File: src/rtl/z3_dma_initiator.sv
// z3_dma_initiator
// Zorro III bus-master cycle sequencer. Once the arbiter has granted the bus
// (bmaster) and the SCSI controller raises a local master cycle (req), this
// block drives the initiator half of the Zorro III handshake (FCS_n, DS_n,
// DOE), samples the target response (DTACK_n / BERR_n), and hands the local
// termination (sterm_n or lberr_n) back to the SCSI chip. Every cycle is
// bounded by a watchdog, and a bus error is retried up to MAX_RETRY times.
//
// Handshake semantics: a local cycle is requested by holding req high. The
// block answers with exactly one termination per request: a single-cycle
// sterm_n low pulse on success, or lberr_n held low until req is dropped.
// After a successful termination the block waits for req to drop and for
// DTACK to be released before it becomes idle, so a new cycle never starts
// while the previous target is still acknowledging.
//
// All Zorro outputs are plain two-state signals decoded from the state
// register; the board top level tri-states them with bmaster. Because they
// are decoded from an asynchronously reset register, asserting RESET_n
// negates them immediately.

module z3_dma_initiator #(
  parameter int unsigned TIMEOUT_CYCLES = 255,
  parameter int unsigned MAX_RETRY      = 3
) (
  input  logic       CLK,
  input  logic       RESET_n,
  input  logic       bmaster,
  input  logic       req,
  input  logic       read,
  input  logic [1:0] siz,
  input  logic [1:0] addr_lo,
  input  logic       dtack_n,
  input  logic       berr_n,
  output logic       fcs_n,
  output logic [3:0] ds_n,
  output logic       doe,
  output logic       sterm_n,
  output logic       lberr_n,
  output logic       busy,
  output logic [2:0] state_dbg
);

  typedef enum logic [2:0] {
    S_IDLE    = 3'd0,
    S_ADDR    = 3'd1,
    S_STROBE  = 3'd2,
    S_WAIT    = 3'd3,
    S_TERM    = 3'd4,
    S_RELEASE = 3'd5,
    S_RETRY   = 3'd6,
    S_ERROR   = 3'd7
  } state_t;

  // Last watchdog value before the cycle is abandoned, and the retry ceiling.
  localparam logic [7:0] WD_LAST   = 8'(TIMEOUT_CYCLES - 1);
  localparam logic [1:0] RETRY_MAX = 2'(MAX_RETRY);

  // Synchronizer stages (active-high versions of the bus responses).
  logic dtack_meta;
  logic dtack_s;
  logic berr_meta;
  logic berr_s;

  // Sequencer state and per-cycle context.
  state_t     state_q;
  state_t     state_d;
  logic [7:0] wd_q;
  logic [7:0] wd_d;
  logic [1:0] retry_q;
  logic [1:0] retry_d;
  logic [3:0] lanes_q;
  logic [3:0] lanes_d;
  logic       rd_q;
  logic       rd_d;

  // Lane decode of the current request (active-high byte enables).
  logic [2:0] n_bytes;
  logic [2:0] span_end;
  logic [3:0] wr_mask;
  logic [3:0] lane_mask_new;

  // Strobe-phase decode shared by several outputs.
  logic strobing;
  logic addressing;

  // Two-flop synchronizers for the asynchronous Zorro responses.
  always_ff @(posedge CLK or negedge RESET_n) begin
    if (!RESET_n) begin
      dtack_meta <= 1'b0;
      dtack_s    <= 1'b0;
      berr_meta  <= 1'b0;
      berr_s     <= 1'b0;
    end else begin
      dtack_meta <= ~dtack_n;
      dtack_s    <= dtack_meta;
      berr_meta  <= ~berr_n;
      berr_s     <= berr_meta;
    end
  end

  // Byte-lane decode: writes enable bytes addr_lo .. addr_lo+n-1, clipped at
  // byte 3 (the long-word boundary); reads always enable all four lanes.
  // Byte b of the long word is carried on lane 3-b.
  always_comb begin
    n_bytes  = (siz == 2'b00) ? 3'd4 : {1'b0, siz};
    span_end = {1'b0, addr_lo} + n_bytes - 3'd1;
    wr_mask  = 4'b0000;
    for (int b = 0; b < 4; b++) begin
      wr_mask[3-b] = (3'(b) >= {1'b0, addr_lo}) && (3'(b) <= span_end);
    end
    lane_mask_new = read ? 4'b1111 : wr_mask;
  end

  // Sequencer state register and cycle context.
  always_ff @(posedge CLK or negedge RESET_n) begin
    if (!RESET_n) begin
      state_q <= S_IDLE;
      wd_q    <= 8'd0;
      retry_q <= 2'd0;
      lanes_q <= 4'b0000;
      rd_q    <= 1'b0;
    end else begin
      state_q <= state_d;
      wd_q    <= wd_d;
      retry_q <= retry_d;
      lanes_q <= lanes_d;
      rd_q    <= rd_d;
    end
  end

  // Next-state logic. Loss of bus grant beats every other event while we
  // own the bus; inside WAIT a bus error beats DTACK, which beats timeout.
  // Direction and lanes are captured on each entry to ADDR, and the
  // watchdog restarts there.
  always_comb begin
    state_d = state_q;
    wd_d    = wd_q;
    retry_d = retry_q;
    lanes_d = lanes_q;
    rd_d    = rd_q;
    unique case (state_q)
      S_IDLE: begin
        retry_d = 2'd0;
        if (req && bmaster) begin
          state_d = S_ADDR;
          wd_d    = 8'd0;
          lanes_d = lane_mask_new;
          rd_d    = read;
        end
      end
      S_ADDR: begin
        if (!bmaster) state_d = S_ERROR;
        else          state_d = S_STROBE;
      end
      S_STROBE: begin
        if (!bmaster) state_d = S_ERROR;
        else          state_d = S_WAIT;
      end
      S_WAIT: begin
        if (!bmaster)               state_d = S_ERROR;
        else if (berr_s)            state_d = S_RETRY;
        else if (dtack_s)           state_d = S_TERM;
        else if (wd_q == WD_LAST)   state_d = S_ERROR;
        else                        wd_d    = wd_q + 8'd1;
      end
      S_TERM: begin
        state_d = S_RELEASE;
      end
      S_RELEASE: begin
        if (!dtack_s && !req) state_d = S_IDLE;
      end
      S_RETRY: begin
        if (!bmaster) begin
          state_d = S_ERROR;
        end else if (retry_q == RETRY_MAX) begin
          state_d = S_ERROR;
        end else if (!berr_s && !dtack_s) begin
          retry_d = retry_q + 2'd1;
          state_d = S_ADDR;
          wd_d    = 8'd0;
          lanes_d = lane_mask_new;
          rd_d    = read;
        end
      end
      S_ERROR: begin
        if (!req) state_d = S_IDLE;
      end
      default: state_d = S_IDLE;
    endcase
  end

  // Output decode from the registered state. FCS and DS share the same
  // negation edge because both drop on leaving WAIT.
  always_comb begin
    addressing = (state_q == S_ADDR) || strobing;
    strobing   = (state_q == S_STROBE) || (state_q == S_WAIT);
    fcs_n      = ~addressing;
    ds_n       = strobing ? ~lanes_q : 4'b1111;
    doe        = strobing && !rd_q;
    sterm_n    = (state_q != S_TERM);
    lberr_n    = (state_q != S_ERROR);
    busy       = (state_q != S_IDLE);
    state_dbg  = state_q;
  end

endmodule

File: config.mk
export PLATFORM = sky130hd
export DESIGN_NAME = z3_dma_initiator
export DESIGN_NICKNAME = d
export VERILOG_FILES = /design/src/rtl/z3_dma_initiator.sv
export SDC_FILE = /design/constraint.sdc
export NUM_CORES = 1
export LEC_CHECK = 0
export ABC_AREA = 0
export BUFFER_PORTS_ARGS = -buffer_cell sky130_fd_sc_hd__buf_2
export CAP_MARGIN = 40
export CORE_MARGIN = 2
export CORE_UTILIZATION = 35
export DETAILED_ROUTE_END_ITERATION = 16
export SLEW_MARGIN = 20
export SYNTH_ARGS = -nofsm -noshare
export SYNTH_HDL_FRONTEND = slang
export SYNTH_SLANG_ARGS = --single-unit
File: constraint.sdc
create_clock -name CLK -period 2.1 [get_ports CLK]
set_input_delay 0 -clock CLK [delete_from_list [all_inputs] [get_ports CLK]]
set_output_delay 0 -clock CLK [all_outputs]
set_load 0.02 [all_outputs]
# Word level (Yosys, flattened, before mapping)
# Index checks and enable logic that the tools add are counted.
# word_totals
regBits	22
mem_bits_ro	0
n_memories	0
inputBits	11
ram_bits	0
wordCells	108
output_inout_bits	12
latchBits	0
# op_classes
muxes	39
addsub	4
order_cmp	7
reduce_logical	22
div	0
shifts	0
n_mul	0
bitwise	4
eq_ne	23
# op_table
op	n
8-bit two-way mux	8
3-bit two-way mux	13
4-bit two-way mux	6
3-bit case mux with 8 select lines	1
8-bit case mux with 3 select lines	1
2-bit != test (second input constant)	10
3-bit equality test (second input constant)	4
5-bit AND reduction	2
9-bit AND reduction	1
8-bit by 1-bit adder with 8-bit output (second input constant)	1
8-bit equality test (second input constant)	1
4-bit case mux with 2 select lines	1
1-bit logical AND	7
3-bit by 2-bit equality test with 1-bit output (second input constant)	2
1-bit by 3-bit less-or-equal comparator with 1-bit output (first input constant)	2
2-bit by 3-bit less-or-equal comparator with 1-bit output (first input constant)	2
2-bit two-way mux	3
3-bit != test (second input constant)	2
3-bit nonzero test	2
5-bit != test (second input constant)	1
1-bit by 2-bit >= comparator with 1-bit output (first input constant)	2
1-bit logical NOT	4
1-bit two-way mux	4
4-bit != test (second input constant)	1
15 further kinds	18

# Logic depth before layout (Yosys ltp)
# Gate-level depths: netlist of the first run.
# logic_depth
depth_word	11
ltp_mapped	8
depth_no_buf	8

# Least setup slack after synthesis of the first run
# Ideal clock, no wire load.
# synth_timing
kind	flip-flop to flip-flop
start	reg state_q[2], in the netlist state_dbg[2]
end	reg wd_q[6]
slack_ns	0.449
n_path_buf	0
period_less_slack_ns	1.651
arrival_time_ns	1.505
stages_incl_launch_ff	5
t_required_ns	1.954
setup_time_ns	0.146
path_cell_list	dfrtp_1 > and2b_1 > o211ai_4 > a311oi_4 > o32ai_1
# synth_via
elab_chain_len	3
word_cells_on_any_way	14
classes_between	eq/ne: 10; mux: 1; reduce/logical: 3
# synth_rtl
element	line_no	text
from (decl)	65	state_t state_q;
from (signal assigned)	123	state_q <= state_d;
3-bit by 2-bit equality test with 1-bit output (tied with other cells)	141	unique case (state_q)
2-bit != test (no source line) / 3-bit nonzero test (equally long branches)	n/a	
9-bit AND reduction (no source line)	n/a	
to (signal assigned)	124	wd_q <= wd_d;
to (decl)	67	logic [7:0] wd_q;
# Parallel ways exist; a longest one is shown, timed or not.
# A chain may end at the register's enable or synchronous reset.

# Worst setup path in the final report of the first run
# layout_timing
start	reg state_q[1], in the netlist state_dbg[1]
end	reg wd_q[1]
# Same word-level chain as after synthesis.

==> impl.org, run 1 <==
** Outcome
- Run status :: completed

** Route
- For this block, the routed nets add up to 3250 um of wire.
- Across all layers, the routed design uses 1242 vias.
- Via density per instance :: 5.42
- Before antenna repair, the detailed router went through 6 iterations.
- In this run, the number of DRC markers left after iteration 0 of detailed routing was 75.
- Average wire per cell in the routed design :: 14.2 um
- In the routed design, unresolved DRC markers number 0.
- Antenna-violating nets left :: 0

** Place
- Timing analysis after detailed placement gives a worst setup slack of 169 ps.
- DP Cell Count :: roughly 220
- Port buffering added 22 buffers.
- Half-perimeter wire length of the detailed placement result :: roughly 2500 um
- The congestion estimate from routability-driven global placement came to 0.825.
- Placement Cell Area :: around 1600 um2

** Clock network
- Clock Root Buffer :: sky130_fd_sc_hd__clkbuf_8
- Buffers from clock root to sink, at most :: 2
- Clock-pin slew on the worst setup and hold paths :: about 80 ps
- Number of sinks on the clock net :: 22
- Number of buffers inserted during clock tree synthesis :: 3
- Clock latency reported for the late side of the worst-skew pair :: 270 ps
- TritonCTS clock tree :: done
- CTS built an H-tree with a depth of 1.

** Timing
- Post-layout min period :: 1920 ps
- Across the routed clock network, the largest skew measured is 7.27 ps.
- The number of max-slew violations in the final report is 0.
- Setup repair after global routing left no endpoint under its margin.
- Of the available clock period, the critical path in the final layout requires 91.3%.
- Max-slew headroom :: 66.7%
- Final setup violation count :: 0
- At the pin with the least slew margin, the transition time is ~500 ps.
- Max Freq :: 521 MHz
- Setup TNS after final layout :: 0 ps
- Min setup slack post-route :: 182 ps
- The number of failing hold endpoints at the final stage was 0.
- Worst hold-check slack :: 29.8 ps

** Critical path
- Required time at the worst-slack endpoint :: 2220 ps
- The critical path contains buffers and inverters numbering 0 combined.
- Delay contributed by the slowest stage of the critical path :: around 550 ps
- Startpoint kind of the worst setup timing path :: flip-flop
- Kind of critical path :: reg2reg
- Max Fanout on Critical Path :: 10
- CP top delay family :: compound AO/OA/AOI/OAI gates
- Data on the critical path arrives at its endpoint at 2040 ps.
- CP max stage cell :: sky130_fd_sc_hd__dfrtp_1
- The worst setup path is captured at a flip-flop.
- Sequence of cells on the critical path :: and2b_1 -> o211ai_4 -> a311oi_4 -> o22ai_1

** Floorplanning
- Overall die area :: 4590 um2
- Effective utilization at floorplan :: 35.9%
- Width of the die :: 67.8 um
- Die height :: roughly 68 um
- In this run the core area contains 23 standard-cell rows.
- The core region is 3970 um2.
- For this design the top-level I/O count stands at 23.

** Power
- Peak ir drop on the vdd network :: about 0.0006 V
- Cell area power density :: 1200 nW/um2
- LEAKAGE :: between 0.7 and 0.8 nW
- Total power consumption of the routed design :: 2.02 mW

** Synthesis
- The Yosys step of the flow raised 0 warnings.
- Synthesized area :: roughly 1400 um2
- In this run, synthesis produced a sequential element count of 22.
- Counting every instance in the synthesized netlist gives 153.
- Each instance of the synthesized netlist takes up on average ~9.3 um2.
- Synthesis instantiated 48 different standard cells from the library.
- The share of the Yosys chip area taken by registers is 38.7%.
- The number of nets in the synthesized netlist is 170.

** Finish
- Measured on the finished design, the core utilization comes to 42.5%.
- Sequential standard cell area :: 551 um2
- The finished cells cover 1690 um2.
- The finished layout holds 229 standard cells, fillers aside.
- After the last flow step, the layout net total stands at 197.
- The multi-input combinational cells in the finished layout cover a total of 777 um2.
- From synthesis to final layout, the design area changed by 18.5%.
- Fillers :: 394
- ANT cells :: 0
- Fraction of final layout cells sized beyond drive strength 1 :: 24.0%

** Global route
- The number of global-route vias before repair was between 1000 and 1500.
- Global-route wire length before repair :: 5350 um
- Overall global routing resource usage :: 15.8%
- Pin count of the biggest net entering global routing :: 23
- Total gr overflow :: 0
- The initial antenna violation count is 0.

** Run
- Maximum capacitance violations :: 0

** Hold path
- Class of the tightest hold or removal check :: in2reg
[worst paths after layout]
kind	slack [ps]	end	cells past startpoint	from
setup reg to reg	180	wd_q[1]	4	state_dbg[1]
max in group asynchronous	1530	wd_q[6]	2	RESET_n
min in group asynchronous	230	wd_q[7]	2	RESET_n
hold / removal	30	lanes_q[2]	3	addr_lo[1]
hold reg to reg	370	dtack_s	0	dtack_meta
setup / recovery	180	wd_q[1]	4	state_dbg[1]
[routing by layer]
layer | vias to the layer above | wire length [um] | track usage (%)
li1 | 603 | - | -
met1 | 614 | 1500 | 19.9
met2 | 19 | 1560 | 26.2
met3 | 6 | 129 | 4.00
met4 | 0 | 59 | 5.25
met5 | - | 0 | 0
[report_power, final]
group	total, mW	switching [mW]	internal (mW)
Clock	0.397	0.142	0.255
Combinational	0.951	0.568	0.383
Sequential	0.676	0.136	0.540
[layout make-up]
| cell class | instances | share of cell area, % |
|---|---|---|
| clock buffer | 3 | 2.45 |
| inverter | 17 | 3.78 |
| timing repair buffer | 28 | 9.64 |
| tap | 50 | 3.71 |
| sequential | 22 | 32.6 |
| multi-input combinational | 108 | 46.0 |
| clock inverter | 1 | 1.78 |
[logic make-up (layout without fill, tap and decap cells)]
family,count (synthesis),count (layout),share of synthesized area [%]
AOI/OAI and AO/OA,47,47,24.8
xor gates and xnor gates,2,2,1.23
adders and majority gates,7,7,5.98
buffers and inverters,23,49,6.77
DFF,22,22,38.7
muxes,3,3,2.37
and+or+nand+nor,49,49,20.2
[Yosys cell counts (all sizes together)]
library cell | count | area [um2]
a22oi | 2 | 15.0
nand4 | 1 | 21.3
inv | 17 | 63.8
o211a | 2 | 20.0
a41oi | 2 | 17.5
buf | 4 | 25.0
a21o | 3 | 22.5
or2 | 1 | 6.26
a21oi | 9 | 45.0
nand3b | 2 | 18.8
mux2 | 3 | 33.8
clkbuf | 2 | 7.51
o22ai | 3 | 18.8
ha | 6 | 75.1
o41ai | 1 | 8.76
and2b | 1 | 7.51
o32ai | 2 | 25.0
xnor2 | 1 | 8.76
nor3 | 5 | 30.0
nor2b | 3 | 18.8
nor4 | 1 | 6.26
maj3 | 1 | 10.0
and3b | 1 | 8.76
a31oi | 6 | 37.5
nand2b | 3 | 26.3
a31o | 1 | 8.76
nand4bb | 1 | 11.3
xor2 | 1 | 8.76
nand2 | 13 | 48.8
and4bb | 1 | 12.5
o21ai | 9 | 45.0
a311oi | 1 | 26.3
o21a | 1 | 7.51
a2111oi | 1 | 10.0
nor2 | 8 | 30.0
nand3 | 7 | 35.0
a22o | 1 | 8.76
and2 | 1 | 6.26
dfrtp | 22 | 551
o211ai | 3 | 36.3
[what timing repair did]
action                                  4_1_cts  5_1_grt
endpoints found under the hold margin        24        0
endpoints found under the setup margin        0        1
gates resized for setup                       0        1
hold buffers                                  3        0
setup buffers                                 0        0
[flip-flops by register name (all words and copies together) (netlist names)]
signal,cells
retry_q,2
berr_s,1
lanes_q,4
state_dbg,3
dtack_s,1
berr_meta,1
wd_q,8
dtack_meta,1
rd_q,1
[worst min-delay path, cell delays in order]
cell	delay [ps]
sky130_fd_sc_hd__buf_2	100
sky130_fd_sc_hd__a31o_2	100
sky130_fd_sc_hd__a22oi_1	50
[placed cells by master (no fill, tap or decap), drive strengths merged, types with 2 or more instances in the layout]
cell | netlist | routed
buf | 4 | 25
dfrtp | 22 | 22
inv | 17 | 17
nand2 | 13 | 13
a21oi | 9 | 9
o21ai | 9 | 9
nor2 | 8 | 8
nand3 | 7 | 7
a31oi | 6 | 6
ha | 6 | 6
nor3 | 5 | 5
a21o | 3 | 3
o22ai | 3 | 3
nor2b | 3 | 3
mux2 | 3 | 3
clkbuf | 2 | 3
dlygate4sd3 | 0 | 3
nand2b | 3 | 3
o211ai | 3 | 3
a41oi | 2 | 2
a22oi | 2 | 2
nand3b | 2 | 2
o32ai | 2 | 2
o211a | 2 | 2
(Power assumes the default switching activity.)
==> run 2: changes to the inputs <==
SETUP_SLACK_MARGIN = 0.5   (was unset)
==> impl.org, run 2 (synthesized netlist as in run 1, its figures left out) <==
** Finish
- Leaving out fill and tap cells, the most frequent cell in the layout is sky130_fd_sc_hd__buf_2.
- Fill cells in the final layout number between 300 and 400.
- ANT cells :: 0
- Area used by multi-input combinational logic :: ~900 um2
- Register bank with the most flops :: wd_q
- Most used cells in the layout excluding fill and tap cells :: sky130_fd_sc_hd__buf_2 (23), sky130_fd_sc_hd__buf_4 (17), sky130_fd_sc_hd__inv_1 (16), sky130_fd_sc_hd__dfrtp_1 (16), sky130_fd_sc_hd__nand2_1 (13)
- Nets :: 214
- The register with the most flip-flops in the layout has 8 of them.
- Count of placed standard cells in the final layout, fillers left out :: about 250
- Sequential standard cell area :: around 560 um2
- Compared with the post-synthesis result, the final layout area differs by 34.8%.
- Fraction of final layout cells sized beyond drive strength 1 :: 41.5%

** Timing
- Setup repair after global routing could not meet its margin everywhere.
- Based on the critical path, the design can be clocked at up to between 600 and 700 MHz.
- The final critical path takes up between 70% and 80% of the cycle.
- Final setup violation count :: 0
- For the pin with the worst max-slew slack, the measured transition is between 500 and 600 ps.
- The worst pin sits at a relative slew slack of between 60% and 70%.
- Between clock sinks in the finished design, the worst skew comes to 4.21 ps.
- The number of failing hold endpoints at the final stage was 0.
- Adding up every negative setup slack in the final design gives 0 ps.
- On the final layout, the worst hold slack is approximately 36 ps.
- Post-layout min period :: 1560 ps
- The number of max-slew violations in the final report is 0.

** Route
- Using the TritonRoute via totals, the vias-per-cell ratio works out to 5.46.
- Total wire length after detailed routing :: roughly 3600 um
- Once detail routing completed, the nets flagged for antenna violations numbered 0.
- Number of search-and-repair iterations in the first detailed-routing pass :: 6
- Remaining design rule violation count :: 0
- Total number of vias :: 1337
- The detailed router finished its first iteration with 52 violations.
- Dividing the detail-routed wire length by the instance count gives roughly 15 um.

** Floorplanning
- For this configuration, the core starts out at a cell density of 35.9%.
- The floorplan has 23 rows.
- In this run the vertical extent of the chip is between 60 and 70 um.
- IO Count :: 23
- The total area inside the core boundary comes to 3970 um2.
- Overall die area :: approximately 4600 um2
- From left edge to right edge, the die measures 67.8 um.

** Power
- LEAKAGE :: 0.847 nW
- Dividing total power by cell area gives a power density of 1150 nW/um2.
- Total power consumption of the routed design :: between 2 and 2.5 mW
- Peak ir drop on the vdd network :: 0.000294 V

** Critical path
- The slowest stage of the critical path is the sky130_fd_sc_hd__dfrtp_1 cell.
- Critical path arrival :: 1700 ps
- Delay contributed by the slowest stage of the critical path :: 380 ps
- Sequence of cells on the critical path :: inv_1 -> ha_2 -> nand3_4 -> o211a_4 -> a2111oi_4 -> o22ai_1
- Required time at the worst-slack endpoint :: 2240 ps
- The worst setup path is launched from a flip-flop.
- CP endpoint kind :: flip-flop
- Max Fanout on Critical Path :: 6
- Kind of critical path :: reg2reg

** Outcome
- Run status :: completed

** Clock network
- Buffers inserted during clock tree synthesis total 3.
- TritonCTS clock tree :: done
- Number of sinks on the clock net :: 22
- Buffers from clock root to sink, at most :: 2
- CTS placed an instance of sky130_fd_sc_hd__clkbuf_8 at the clock tree root.
- Clock-pin slew on the worst setup and hold paths :: 80 ps
- CTS H-tree depth :: 1
- The clock reaches the later pin of the worst-skew pair after 260 ps.

** Global route
- Pin count of the biggest net entering global routing :: 23
- Total gr overflow :: 0
- The initial antenna violation count came to 0.
- Global-route wire length before repair :: between 5000 and 6000 um
- Overall global routing resource usage :: 15.9%
- The number of global-route vias before repair came to ~1200.

** Place
- Number of port buffers :: 22
- Counting tap cells, the placed design contains a total of 222 instances.
- Gp weighted congestion :: 0.806
- Detailed placement finished with a half-perimeter wire length of 2430 um.

** Hold path
- Class of the tightest hold or removal check :: in2reg

** Run
- Maximum capacitance violations :: 0
## run 2: cell types whose count changed in the layout (fill, tap and decap cells not counted), moves of 2 or more
cell / change
sky130_fd_sc_hd__buf_4: +14
sky130_fd_sc_hd__buf_6: +2
sky130_fd_sc_hd__dfrtp_1: -6
sky130_fd_sc_hd__dfrtp_2: +6
sky130_fd_sc_hd__ha_1: -3
sky130_fd_sc_hd__ha_2: +2
## run 2: final cells by class
cell class	count	area share [%]
clock buffers	3	2.15
inverters	17	3.32
multi-input cells	108	46.8
flip-flops and latches	22	29.1
well taps	50	3.26
repair buffers	45	15.4
## run 2: path summary, 6_finish.rpt
kind	start	to	slack (ps)	cells after the start
setup / recovery	wd_q[0]	state_dbg[1]	540	6
hold / removal	addr_lo[1]	lanes_q[2]	40	3
setup reg to reg	wd_q[0]	state_dbg[1]	540	6
hold reg to reg	dtack_meta	dtack_s	350	0
max in group asynchronous	RESET_n	dtack_s	1490	2
min in group asynchronous	RESET_n	state_dbg[0]	230	2
## run 2: through the flow
step | setup WS [ps] | util (%) | area (um2)
floorplan | 498 | - | 1430
global placement | 336 | 40.1 | 1590
detailed placement | 296 | 40.1 | 1590
CTS | 500 | 44.2 | 1750
global route | 480 | 48.3 | 1920
finish | 540 | 48.3 | 1920
## run 2: timing repair
action                     4_1_cts  5_1_grt
pin swaps                        3        7
gates resized for setup         10       21
buffers inserted                 7        9
hold endpoints to repair        24        0
hold buffers                     3        0
cloned                           0        1
setup endpoints to repair       13       14
## run 2: layer usage
metal	up-vias	GRT usage [%]	share of wire (%)
met4	0	4.50	0.69
met5	-	0	0
met1	658	19.9	43
met2	41	28.3	53
li1	634	-	-
met3	4	2.50	3.4
## run 2: power by group
| group | switching [mW] | internal (mW) |
|---|---|---|
| clock | 0.127 | 0.128 |
| combinational | 0.683 | 0.585 |
| sequential | 0.132 | 0.547 |
| total | 0.943 | 1.26 |
## run 2: critical path: cells and delay by family (launching register included)
family                     cells  cell delay [ps]
and+or+nand+nor                1              100
buffers and inverters          1               60
adders and majority gates      1              190
AOI/OAI and AO/OA              3              710
DFF                            1              380
